### src/rtl/brq_wb_pkg.sv
// Shared types and constants for the BURAQ writeback stage.
package brq_wb_pkg;

  // Result source selected for a retiring instruction
  typedef enum logic [1:0] {
    WB_ALU  = 2'd0,
    WB_LOAD = 2'd1,
    WB_PC4  = 2'd2,
    WB_RSVD = 2'd3
  } wb_sel_e;

  // Writeback control state
  typedef enum logic {
    IDLE      = 1'b0,
    WAIT_LOAD = 1'b1
  } wb_state_e;

  // Load size/sign encodings carried in funct3
  localparam logic [2:0] F3_LB  = 3'd0;
  localparam logic [2:0] F3_LH  = 3'd1;
  localparam logic [2:0] F3_LW  = 3'd2;
  localparam logic [2:0] F3_LBU = 3'd4;
  localparam logic [2:0] F3_LHU = 3'd5;

endpackage

### src/rtl/brq_writeback_if.sv
// Execute/memory -> writeback -> register-file signal bundle.
interface brq_writeback_if #(
  parameter int unsigned DataWidth    = 32,
  parameter int unsigned AddrRegWidth = 5
);

  logic                    ex_valid_i;
  logic                    ex_ready_o;
  logic                    ex_wb_en_i;
  logic [1:0]              ex_wb_sel_i;
  logic [AddrRegWidth-1:0] ex_rd_i;
  logic [DataWidth-1:0]    ex_result_i;
  logic [DataWidth-1:0]    ex_pc_plus4_i;
  logic [2:0]              ex_funct3_i;
  logic                    dmem_rvalid_i;
  logic [DataWidth-1:0]    dmem_rdata_i;
  logic                    rf_we_o;
  logic [AddrRegWidth-1:0] rf_waddr_o;
  logic [DataWidth-1:0]    rf_wdata_o;
  logic                    pending_load_o;
  logic [AddrRegWidth-1:0] pending_rd_o;
  logic                    load_err_o;

  // Upstream pipeline and data memory side
  modport master (
    output ex_valid_i, ex_wb_en_i, ex_wb_sel_i, ex_rd_i, ex_result_i,
           ex_pc_plus4_i, ex_funct3_i, dmem_rvalid_i, dmem_rdata_i,
    input  ex_ready_o, rf_we_o, rf_waddr_o, rf_wdata_o,
           pending_load_o, pending_rd_o, load_err_o
  );

  // Writeback stage side
  modport slave (
    input  ex_valid_i, ex_wb_en_i, ex_wb_sel_i, ex_rd_i, ex_result_i,
           ex_pc_plus4_i, ex_funct3_i, dmem_rvalid_i, dmem_rdata_i,
    output ex_ready_o, rf_we_o, rf_waddr_o, rf_wdata_o,
           pending_load_o, pending_rd_o, load_err_o
  );

endinterface

### src/rtl/brq_load_align.sv
// Combinational load-data extractor/extender with alignment and funct3 checks.
module brq_load_align
  import brq_wb_pkg::*;
#(
  parameter int unsigned DataWidth = 32
) (
  input  logic [DataWidth-1:0] rdata_i,
  input  logic [1:0]           offset_i,
  input  logic [2:0]           funct3_i,
  output logic [DataWidth-1:0] data_o,
  output logic                 misaligned_o,
  output logic                 illegal_o
);

  logic [7:0]  byte_sel;
  logic [15:0] half_sel;

  // Byte lane picked by the full offset, halfword lane by its upper bit
  assign byte_sel = 8'(rdata_i >> {offset_i, 3'b000});
  assign half_sel = 16'(rdata_i >> {offset_i[1], 4'b0000});

  // Size/sign decode and extension
  always_comb begin
    data_o       = '0;
    misaligned_o = 1'b0;
    illegal_o    = 1'b0;
    case (funct3_i)
      F3_LB:  data_o = {{(DataWidth-8){byte_sel[7]}}, byte_sel};
      F3_LBU: data_o = DataWidth'(byte_sel);
      F3_LH: begin
        data_o       = {{(DataWidth-16){half_sel[15]}}, half_sel};
        misaligned_o = offset_i[0];
      end
      F3_LHU: begin
        data_o       = DataWidth'(half_sel);
        misaligned_o = offset_i[0];
      end
      F3_LW: begin
        data_o       = rdata_i;
        misaligned_o = (offset_i != 2'b00);
      end
      default: illegal_o = 1'b1;
    endcase
  end

endmodule

### src/rtl/brq_writeback.sv
// BURAQ RV32I writeback stage: result select, load wait/extract, RF write port.
module brq_writeback
  import brq_wb_pkg::*;
#(
  parameter int unsigned DataWidth     = 32,
  parameter int unsigned AddrRegWidth  = 5,
  parameter int unsigned TimeoutCycles = 255
) (
  input logic           brq_clk,
  input logic           brq_rst,
  brq_writeback_if.slave bus
);

  localparam int unsigned CntW = (TimeoutCycles > 1) ? $clog2(TimeoutCycles) : 1;

  wb_state_e               state_q, state_d;
  logic                    ex_ready_q, ex_ready_d;
  logic                    rf_we_q, rf_we_d;
  logic [AddrRegWidth-1:0] rf_waddr_q, rf_waddr_d;
  logic [DataWidth-1:0]    rf_wdata_q, rf_wdata_d;
  logic                    load_err_q, load_err_d;
  logic                    pending_load_q, pending_load_d;
  logic [AddrRegWidth-1:0] pending_rd_q, pending_rd_d;
  logic [AddrRegWidth-1:0] ld_rd_q, ld_rd_d;
  logic [2:0]              ld_f3_q, ld_f3_d;
  logic [1:0]              ld_off_q, ld_off_d;
  logic                    ld_wben_q, ld_wben_d;
  logic [CntW-1:0]         cnt_q, cnt_d;

  wb_sel_e                 sel;
  logic [1:0]              al_off;
  logic [2:0]              al_f3;
  logic [DataWidth-1:0]    al_data;
  logic                    al_misaligned;
  logic                    al_illegal;

  assign sel = wb_sel_e'(bus.ex_wb_sel_i);

  // One aligner: checks the incoming load in IDLE, extracts the response in WAIT_LOAD
  always_comb begin
    al_off = bus.ex_result_i[1:0];
    al_f3  = bus.ex_funct3_i;
    if (state_q == WAIT_LOAD) begin
      al_off = ld_off_q;
      al_f3  = ld_f3_q;
    end
  end

  brq_load_align #(
    .DataWidth(DataWidth)
  ) u_align (
    .rdata_i     (bus.dmem_rdata_i),
    .offset_i    (al_off),
    .funct3_i    (al_f3),
    .data_o      (al_data),
    .misaligned_o(al_misaligned),
    .illegal_o   (al_illegal)
  );

  // Next-state and next-output logic
  always_comb begin
    state_d    = state_q;
    ld_rd_d    = ld_rd_q;
    ld_f3_d    = ld_f3_q;
    ld_off_d   = ld_off_q;
    ld_wben_d  = ld_wben_q;
    cnt_d      = cnt_q;
    rf_we_d    = 1'b0;
    rf_waddr_d = '0;
    rf_wdata_d = '0;
    load_err_d = 1'b0;

    case (state_q)
      IDLE: begin
        if (bus.ex_valid_i && ex_ready_q) begin
          case (sel)
            WB_ALU, WB_PC4: begin
              if (bus.ex_wb_en_i && (bus.ex_rd_i != '0)) begin
                rf_we_d    = 1'b1;
                rf_waddr_d = bus.ex_rd_i;
                rf_wdata_d = (sel == WB_PC4) ? bus.ex_pc_plus4_i : bus.ex_result_i;
              end
            end
            WB_LOAD: begin
              if (al_misaligned || al_illegal) begin
                load_err_d = 1'b1;
              end else begin
                state_d   = WAIT_LOAD;
                ld_rd_d   = bus.ex_rd_i;
                ld_f3_d   = bus.ex_funct3_i;
                ld_off_d  = bus.ex_result_i[1:0];
                ld_wben_d = bus.ex_wb_en_i;
                cnt_d     = '0;
              end
            end
            default: ;
          endcase
        end
      end
      WAIT_LOAD: begin
        if (bus.dmem_rvalid_i) begin
          state_d = IDLE;
          if (ld_wben_q && (ld_rd_q != '0)) begin
            rf_we_d    = 1'b1;
            rf_waddr_d = ld_rd_q;
            rf_wdata_d = al_data;
          end
        end else if (cnt_q == CntW'(TimeoutCycles - 1)) begin
          state_d    = IDLE;
          load_err_d = 1'b1;
        end else begin
          cnt_d = cnt_q + CntW'(1);
        end
      end
      default: state_d = IDLE;
    endcase

    ex_ready_d     = (state_d == IDLE);
    pending_load_d = (state_d == WAIT_LOAD);
    pending_rd_d   = pending_load_d ? ld_rd_d : '0;
  end

  // State and registered outputs
  always_ff @(posedge brq_clk) begin
    if (brq_rst) begin
      state_q        <= IDLE;
      ex_ready_q     <= 1'b1;
      rf_we_q        <= 1'b0;
      rf_waddr_q     <= '0;
      rf_wdata_q     <= '0;
      load_err_q     <= 1'b0;
      pending_load_q <= 1'b0;
      pending_rd_q   <= '0;
      ld_rd_q        <= '0;
      ld_f3_q        <= '0;
      ld_off_q       <= '0;
      ld_wben_q      <= 1'b0;
      cnt_q          <= '0;
    end else begin
      state_q        <= state_d;
      ex_ready_q     <= ex_ready_d;
      rf_we_q        <= rf_we_d;
      rf_waddr_q     <= rf_waddr_d;
      rf_wdata_q     <= rf_wdata_d;
      load_err_q     <= load_err_d;
      pending_load_q <= pending_load_d;
      pending_rd_q   <= pending_rd_d;
      ld_rd_q        <= ld_rd_d;
      ld_f3_q        <= ld_f3_d;
      ld_off_q       <= ld_off_d;
      ld_wben_q      <= ld_wben_d;
      cnt_q          <= cnt_d;
    end
  end

  assign bus.ex_ready_o     = ex_ready_q;
  assign bus.rf_we_o        = rf_we_q;
  assign bus.rf_waddr_o     = rf_waddr_q;
  assign bus.rf_wdata_o     = rf_wdata_q;
  assign bus.load_err_o     = load_err_q;
  assign bus.pending_load_o = pending_load_q;
  assign bus.pending_rd_o   = pending_rd_q;

endmodule

### src/flat_wrapper.sv
// flat-port wrapper written by rule: the top's interface ports become plain ports
module brq_writeback_flat import brq_wb_pkg::*;
#(
  parameter int unsigned DataWidth     = 32,
  parameter int unsigned AddrRegWidth  = 5,
  parameter int unsigned TimeoutCycles = 255
)
  (brq_clk, brq_rst, bus_ex_valid_i, bus_ex_wb_en_i, bus_ex_wb_sel_i, bus_ex_rd_i, bus_ex_result_i, bus_ex_pc_plus4_i, bus_ex_funct3_i, bus_dmem_rvalid_i, bus_dmem_rdata_i, bus_ex_ready_o, bus_rf_we_o, bus_rf_waddr_o, bus_rf_wdata_o, bus_pending_load_o, bus_pending_rd_o, bus_load_err_o);
  brq_writeback_if #(.DataWidth(DataWidth), .AddrRegWidth(AddrRegWidth)) bus_i ();
  input logic brq_clk;
  input logic brq_rst;
  input wire logic [$bits(bus_i.ex_valid_i)-1:0] bus_ex_valid_i;
  input wire logic [$bits(bus_i.ex_wb_en_i)-1:0] bus_ex_wb_en_i;
  input wire logic [$bits(bus_i.ex_wb_sel_i)-1:0] bus_ex_wb_sel_i;
  input wire logic [$bits(bus_i.ex_rd_i)-1:0] bus_ex_rd_i;
  input wire logic [$bits(bus_i.ex_result_i)-1:0] bus_ex_result_i;
  input wire logic [$bits(bus_i.ex_pc_plus4_i)-1:0] bus_ex_pc_plus4_i;
  input wire logic [$bits(bus_i.ex_funct3_i)-1:0] bus_ex_funct3_i;
  input wire logic [$bits(bus_i.dmem_rvalid_i)-1:0] bus_dmem_rvalid_i;
  input wire logic [$bits(bus_i.dmem_rdata_i)-1:0] bus_dmem_rdata_i;
  output wire logic [$bits(bus_i.ex_ready_o)-1:0] bus_ex_ready_o;
  output wire logic [$bits(bus_i.rf_we_o)-1:0] bus_rf_we_o;
  output wire logic [$bits(bus_i.rf_waddr_o)-1:0] bus_rf_waddr_o;
  output wire logic [$bits(bus_i.rf_wdata_o)-1:0] bus_rf_wdata_o;
  output wire logic [$bits(bus_i.pending_load_o)-1:0] bus_pending_load_o;
  output wire logic [$bits(bus_i.pending_rd_o)-1:0] bus_pending_rd_o;
  output wire logic [$bits(bus_i.load_err_o)-1:0] bus_load_err_o;
  assign bus_i.ex_valid_i = bus_ex_valid_i;
  assign bus_i.ex_wb_en_i = bus_ex_wb_en_i;
  assign bus_i.ex_wb_sel_i = bus_ex_wb_sel_i;
  assign bus_i.ex_rd_i = bus_ex_rd_i;
  assign bus_i.ex_result_i = bus_ex_result_i;
  assign bus_i.ex_pc_plus4_i = bus_ex_pc_plus4_i;
  assign bus_i.ex_funct3_i = bus_ex_funct3_i;
  assign bus_i.dmem_rvalid_i = bus_dmem_rvalid_i;
  assign bus_i.dmem_rdata_i = bus_dmem_rdata_i;
  assign bus_ex_ready_o = bus_i.ex_ready_o;
  assign bus_rf_we_o = bus_i.rf_we_o;
  assign bus_rf_waddr_o = bus_i.rf_waddr_o;
  assign bus_rf_wdata_o = bus_i.rf_wdata_o;
  assign bus_pending_load_o = bus_i.pending_load_o;
  assign bus_pending_rd_o = bus_i.pending_rd_o;
  assign bus_load_err_o = bus_i.load_err_o;
  brq_writeback #(.DataWidth(DataWidth), .AddrRegWidth(AddrRegWidth), .TimeoutCycles(TimeoutCycles)) u_core (.brq_clk(brq_clk), .brq_rst(brq_rst), .bus(bus_i));
endmodule
### config.mk
export PLATFORM = sky130hd
export DESIGN_NAME = brq_writeback_flat
export DESIGN_NICKNAME = d
export VERILOG_FILES = /design/src/rtl/brq_wb_pkg.sv /design/src/rtl/brq_writeback_if.sv /design/src/rtl/brq_load_align.sv /design/src/rtl/brq_writeback.sv /design/src/flat_wrapper.sv
export SDC_FILE = /design/constraint.sdc
export NUM_CORES = 1
export LEC_CHECK = 0
export BUFFER_PORTS_ARGS = -buffer_cell sky130_fd_sc_hd__buf_2
export CORE_MARGIN = 2
export CORE_UTILIZATION = 47
export DETAILED_ROUTE_END_ITERATION = 8
export GPL_ROUTABILITY_DRIVEN = 0
export PLACE_DENSITY = 0.8
export SLEW_MARGIN = 20
export SYNTH_ARGS = -nofsm -noshare
export SYNTH_HDL_FRONTEND = slang
export SYNTH_SLANG_ARGS = --single-unit
### constraint.sdc
create_clock -name brq_clk -period 2.7 [get_ports brq_clk]
set_clock_uncertainty 0.2 [all_clocks]
set_input_delay 0.405 -clock brq_clk [delete_from_list [all_inputs] [get_ports brq_clk]]
set_output_delay 0.405 -clock brq_clk [all_outputs]
set_load 0.03 [all_outputs]
Word level (Yosys, flattened, before mapping)
Index checks and enable logic that the tools add are counted.
{"block": "op_classes", "add_sub_neg": 1, "n_eq_ne": 12, "shift": 2, "muxes": 46, "n_bitwise": 3, "n_reduce_logical": 15}
{"op": "$mux W32", "count": 6}
{"op": "$pmux W32 S5", "count": 1}
{"op": "$pmux W32 S2", "count": 1}
{"op": "$mux W5", "count": 9}
{"op": "$mux W8", "count": 5}
{"op": "$shr A32 B5 Y16", "count": 1}
{"op": "$shr A32 B5 Y8", "count": 1}
{"op": "$mux W1", "count": 16}
{"op": "$pmux W8 S2", "count": 1}
{"op": "$pmux W5 S2", "count": 1}
{"op": "$reduce_bool A5 Y1", "count": 2}
{"op": "$add A8 B1 Y8 const B", "count": 1}
{"op": "$eq A8 B8 Y1 const B", "count": 1}
{"op": "$ne A2 B2 Y1 const B", "count": 4}
{"op": "$pmux W1 S2", "count": 4}
{"op": "$eq A3 B3 Y1 const B", "count": 2}
{"op": "$reduce_or A2 Y1", "count": 3}
{"op": "$reduce_and A5 Y1", "count": 1}
{"op": "$reduce_or A5 Y1", "count": 1}
{"op": "$reduce_and A4 Y1", "count": 1}
{"op": "$eq A3 B1 Y1 const B", "count": 1}
{"op": "$eq A3 B2 Y1 const B", "count": 1}
{"op": "$logic_and A1 B1 Y1", "count": 3}
{"op": "$logic_not A3 Y1", "count": 1}
{"op": "other kinds (9)", "count": 11}
{"block": "totals", "register_bits": 65, "inputBits": 111, "output_inout_bits": 46, "word_cells": 91}

Logic depth before layout (Yosys ltp)
{"block": "depth", "ltp_word": 11, "ltp_mapped": 8, "ltp_nobuf": 7}

Modules after synthesis
A second synthesis with hierarchy kept.
{"block": "unflattened", "cells_unflattened": 416, "area_unflattened_um2": 3677.3}
{"module": "brq_writeback", "n_inst": 1, "cells_each": 309, "area_per_inst_um2": 2970.3, "seq_area_each_um2": 1301.2}
{"module": "brq_load_align", "n_inst": 1, "cells_each": 107, "area_per_inst_um2": 706.9, "seq_area_each_um2": 0.0}

Worst setup path before layout
No wires, ideal clock.
{"block": "synth_timing", "path_kind": "reg-to-reg", "start": "register u_core.state_q", "end": "register u_core.rf_wdata_q[20] (netlist: u_core.bus.rf_wdata_o[20])", "setup_time_ns": 0.134, "arrival_ns": 2.101, "required_ns": 2.366, "path_slack_ns": 0.265, "stages_incl_launch_ff": 9, "n_path_buf": 3, "period_less_slack_ns": 2.435, "path_cell_list": "dfxtp_1 -> buf_6 -> mux2_4 -> mux4_2 -> and3b_1 -> buf_6 -> a21oi_4 -> buf_6 -> a211oi_1"}
{"block": "synth_via", "elab_chain_len": 6, "elab_cells_between_ends": 14, "classes_between": "eq/ne: 4; shift: 2; mux: 6; bitwise: 1; reduce/logical: 1"}
{"item": "start, declared", "line": "brq_writeback.sv:16", "text": "wb_state_e state_q, state_d;"}
{"item": "start signal, assigned", "line": "brq_writeback.sv:140", "text": "state_q <= state_d;"}
{"item": "$mux W2 / $mux W3 (equally long branches)", "line": "brq_writeback.sv:43", "text": "if (state_q == WAIT_LOAD) begin"}
{"item": "$shr A32 B5 Y16, or another cell as far along", "line": "brq_load_align.sv:20", "text": "assign half_sel = 16'(rdata_i >> {offset_i[1], 4'b0000});"}
{"item": "$pmux W32 S5", "line": "brq_load_align.sv:27", "text": "case (funct3_i)"}
{"item": "$mux W32", "line": "brq_writeback.sv:103", "text": "if (ld_wben_q && (ld_rd_q != '0)) begin"}
{"item": "$mux W32", "line": "brq_writeback.sv:101", "text": "if (bus.dmem_rvalid_i) begin"}
{"item": "$pmux W32 S2 *", "line": "brq_writeback.sv:73", "text": "case (state_q)"}
{"item": "end signal, assigned", "line": "brq_writeback.sv:144", "text": "rf_wdata_q <= rf_wdata_d;"}
{"item": "end, declared", "line": "brq_writeback.sv:20", "text": "logic [DataWidth-1:0] rf_wdata_q, rf_wdata_d;"}
Every way passes the cells marked *; elsewhere a longest branch is shown, timed or not.
A chain may end at the register's enable or synchronous reset.

Worst setup path after layout
{"block": "layout_timing", "start": "register u_core.state_q", "end": "register u_core.rf_wdata_q[9] (netlist: u_core.bus.rf_wdata_o[9])"}
The elaborated chain is that of the path after synthesis.

==> impl_metrics.yaml <==
final_layout:
  nets: 686
  antennaDiodeCount: 0
  layout_commonest_cell: "buf_2"
  drive_gt1_share_pct: 33.56
  mostFrequentLayoutCells: "buf_2 (156), nand2_1 (85), dfxtp_1 (65)"
  stdcell_area_mm2: 0.004514
  post-route-util_pct: 65.72
  area_growth_pct: 33.58
  nFillCells: 614
grt:
  grt_pass1_vias: 3376
  track_usage_pct: 26.35
  grt_pass1_wl_um: 16010
  antenna_found_initial: 0
  grt_max_degree: 34
  overflow: 0
sta:
  hold_ws_ns: 0.1215
  fin_crit_ns: 2.495
  rsz0062_at_grt: "false"
  finalCritPeriodShare_pct: 92.41
  slew_headroom_pct: 46.29
  hold_viol_final: 0
  finalMaxSlewViolations: 0
  setup_viol: 0
  timing.fmax_mhz: 400.8
  tightest_slew_ns: 0.8056
  fin_tns_setup_ns: 0
drt:
  via_per_inst: 5.539
  antenna_left: 0
  wl_um: 10630
  drc: 0
  wl_per_cell_um: 15.77
  drtIter0Drc: 288
  via_count: 3733
  firstDrtPassIters: 7
hold_path:
  min_path_type: "in -> reg"
yosys:
  async_reset_ff_share_pct: 0
  syn_nets: 537
  synthAdderAreaFrac_pct: 0.7405
  synth_xor_xnor_area_share_pct: 1.555
  synth_area_leaders: "dfxtp_1 (39%), nand2_1 (9.4%), mux2i_1 (8.0%)"
  synth_edf_count: 0
  post_synth_num_cell_types: 46
  seq_area_frac_synth_pct: 38.50
  synth_top_area_cell: "dfxtp_1"
  ys_ff_latch: 65
  syn_inst: 424
  synthesis.area_mm2: 0.003379
  synthMuxAreaShare_pct: 9.441
  synthSimpleGateAreaFrac_pct: 22.73
  yosys.area.top_type_share_pct: 38.50
  ys_warn_count: 0
  synthFlopType: "dfxtp_1"
  synth_top_family_by_area: "simple AND/OR/NAND/NOR gates"
  synth-compound-area-share_pct: 22.58
  syn_avg_cell_area_um2: 7.970
floorplanning:
  die_y_um: 88.80
  rows: 30
  die_w_um: 88.80
  core_mm2: 0.006869
  ios: 157
  initial_core_util_pct: 49.20
  fp.dieArea_mm2: 0.007885
pwr:
  swShare_pct: 24.74
  pwr-share-seq_pct: 40.7
  power_density_mw_per_mm2: 533.0
  p_switching_mw: 0.5954
  power_frac_comb_pct: 14.9
  p_int_mw: 1.811
  power_mw: 2.406
  leakagePower_nw: 1.989
  irDropWorstVdd_uv: 328.0
  clock_power_share_pct: 44.4
clocking:
  max-clock-path-buffers: 2
  clk_pin_slew_ns: 0.08
  post_cts_buffers: 0
  cts_buffers: 9
  cts_tree: "built"
  post_cts_resized: 0
  cts.sinks: 65
  htree_num_levels: 3
  clock_latency_ns: 0.35
  hold_buffers: 0
  root_buffer: "clkbuf_8"
worst_setup_path:
  cp-start-kind: "register"
  required_ns: 2.72
  cp_num_buf_inv: 1
  critPathMaxStageDelay_ns: 0.48
  crit_chain: "buf_4 -> mux2_2 -> mux4_2 -> and3b_1 -> a221oi_1 -> o22ai_1"
  critPathTopFamily: "multiplexers"
  crit_type: "reg -> reg"
  arrival_ns: 2.51
  crit_fanout: 10
  endpoint_kind: "register"
  cp_slowest_cell: "dfxtp_1"
placement:
  place_area_mm2: 0.004232
  port_buffers: 156
  post-dp-hpwl_um: 7906
run_status:
  status: "finished, final reports clean"
job:
  cap_viol_max_count: 0
## worst register-to-register path: stages (launching register included)
cell	delay, ns
dfxtp_1	0.48
buf_4	0.23
mux2_2	0.38
mux4_2	0.29
and3b_1	0.31
a221oi_1	0.37
o22ai_1	0.12
## stage by stage
stage / setup WS, ns / instances
after floorplan: 0.2651 / 424
after global placement: 0.2076 / 657
after detailed placement: 0.1147 / 657
after CTS: 0.1246 / 673
after global routing: 0.01410 / 674
final: 0.2048 / 674
## flip-flops by register name, indices dropped and copies added (netlist names), 2 cells and up
register                 cells
u_core.bus.pending_rd_o      5
u_core.bus.rf_waddr_o        5
u_core.bus.rf_wdata_o       32
u_core.cnt_q                 8
u_core.ld_f3_q               3
u_core.ld_off_q              2
u_core.ld_rd_q               5
## final cells by class
class                      count  area (µm²)  area share, %
timing repair buffer         167       875.8          19.40
clock inverter                 4       97.59          2.162
tap                           96       120.1          2.661
sequential                    65        1301          28.82
inverter                       3       11.26         0.2494
clock buffer                  12       165.2          3.659
multi-input combinational    327        1943          43.04
## cell usage after synthesis, drive strengths merged (4+ instances only)
cell / instances
mux2i: 27
o22ai: 14
nand3b: 6
a21oi: 46
buf: 9
nor2: 47
nand2: 85
a221oi: 12
dfxtp: 65
clkbuf: 20
a22oi: 6
a31oi: 5
a211oi: 17
o21ai: 4
nor3: 9
## power groups by stage
stage	combinational [mW]	sequential [mW]	clock, mW
floorplan	0.176	1.02	0
global placement	0.337	1.00	0
detailed placement	0.346	1.00	0
CTS	0.348	0.980	1.07
global route	0.390	0.982	1.12
finish	0.358	0.980	1.07
## final timing paths
path | endpoint | cells past startpoint | from | slack, ns
hold reg to reg | u_core.bus.rf_waddr_o[4] | 2 | u_core.ld_rd_q[4] | 0.29
hold / removal | u_core.bus.rf_waddr_o[4] | 3 | bus_ex_rd_i[4] | 0.12
setup / recovery | u_core.bus.rf_wdata_o[9] | 6 | u_core.state_q | 0.20
setup reg to reg | u_core.bus.rf_wdata_o[9] | 6 | u_core.state_q | 0.20
## cell families after synthesis
kind of cell             count (synthesis)
AO/OA/AOI/OAI                          115
multiplexers                            30
buffers and inverters                   32
flip-flops                              65
AND/OR/NAND/NOR                        174
XOR/XNOR                                 6
adder cells (fa/ha/maj)                  2
## per-layer routing
metal,GRT usage (%),vias to the layer above,wire length (µm),share of wire (%)
li1,-,1827,-,-
met1,35.06,1689,4521,43
met2,42.20,197,4976,47
met3,4.384,20,898,8.4
met4,11.29,0,233,2.2
met5,0,-,0,0
Note: power is estimated with default switching activity, not from simulation.
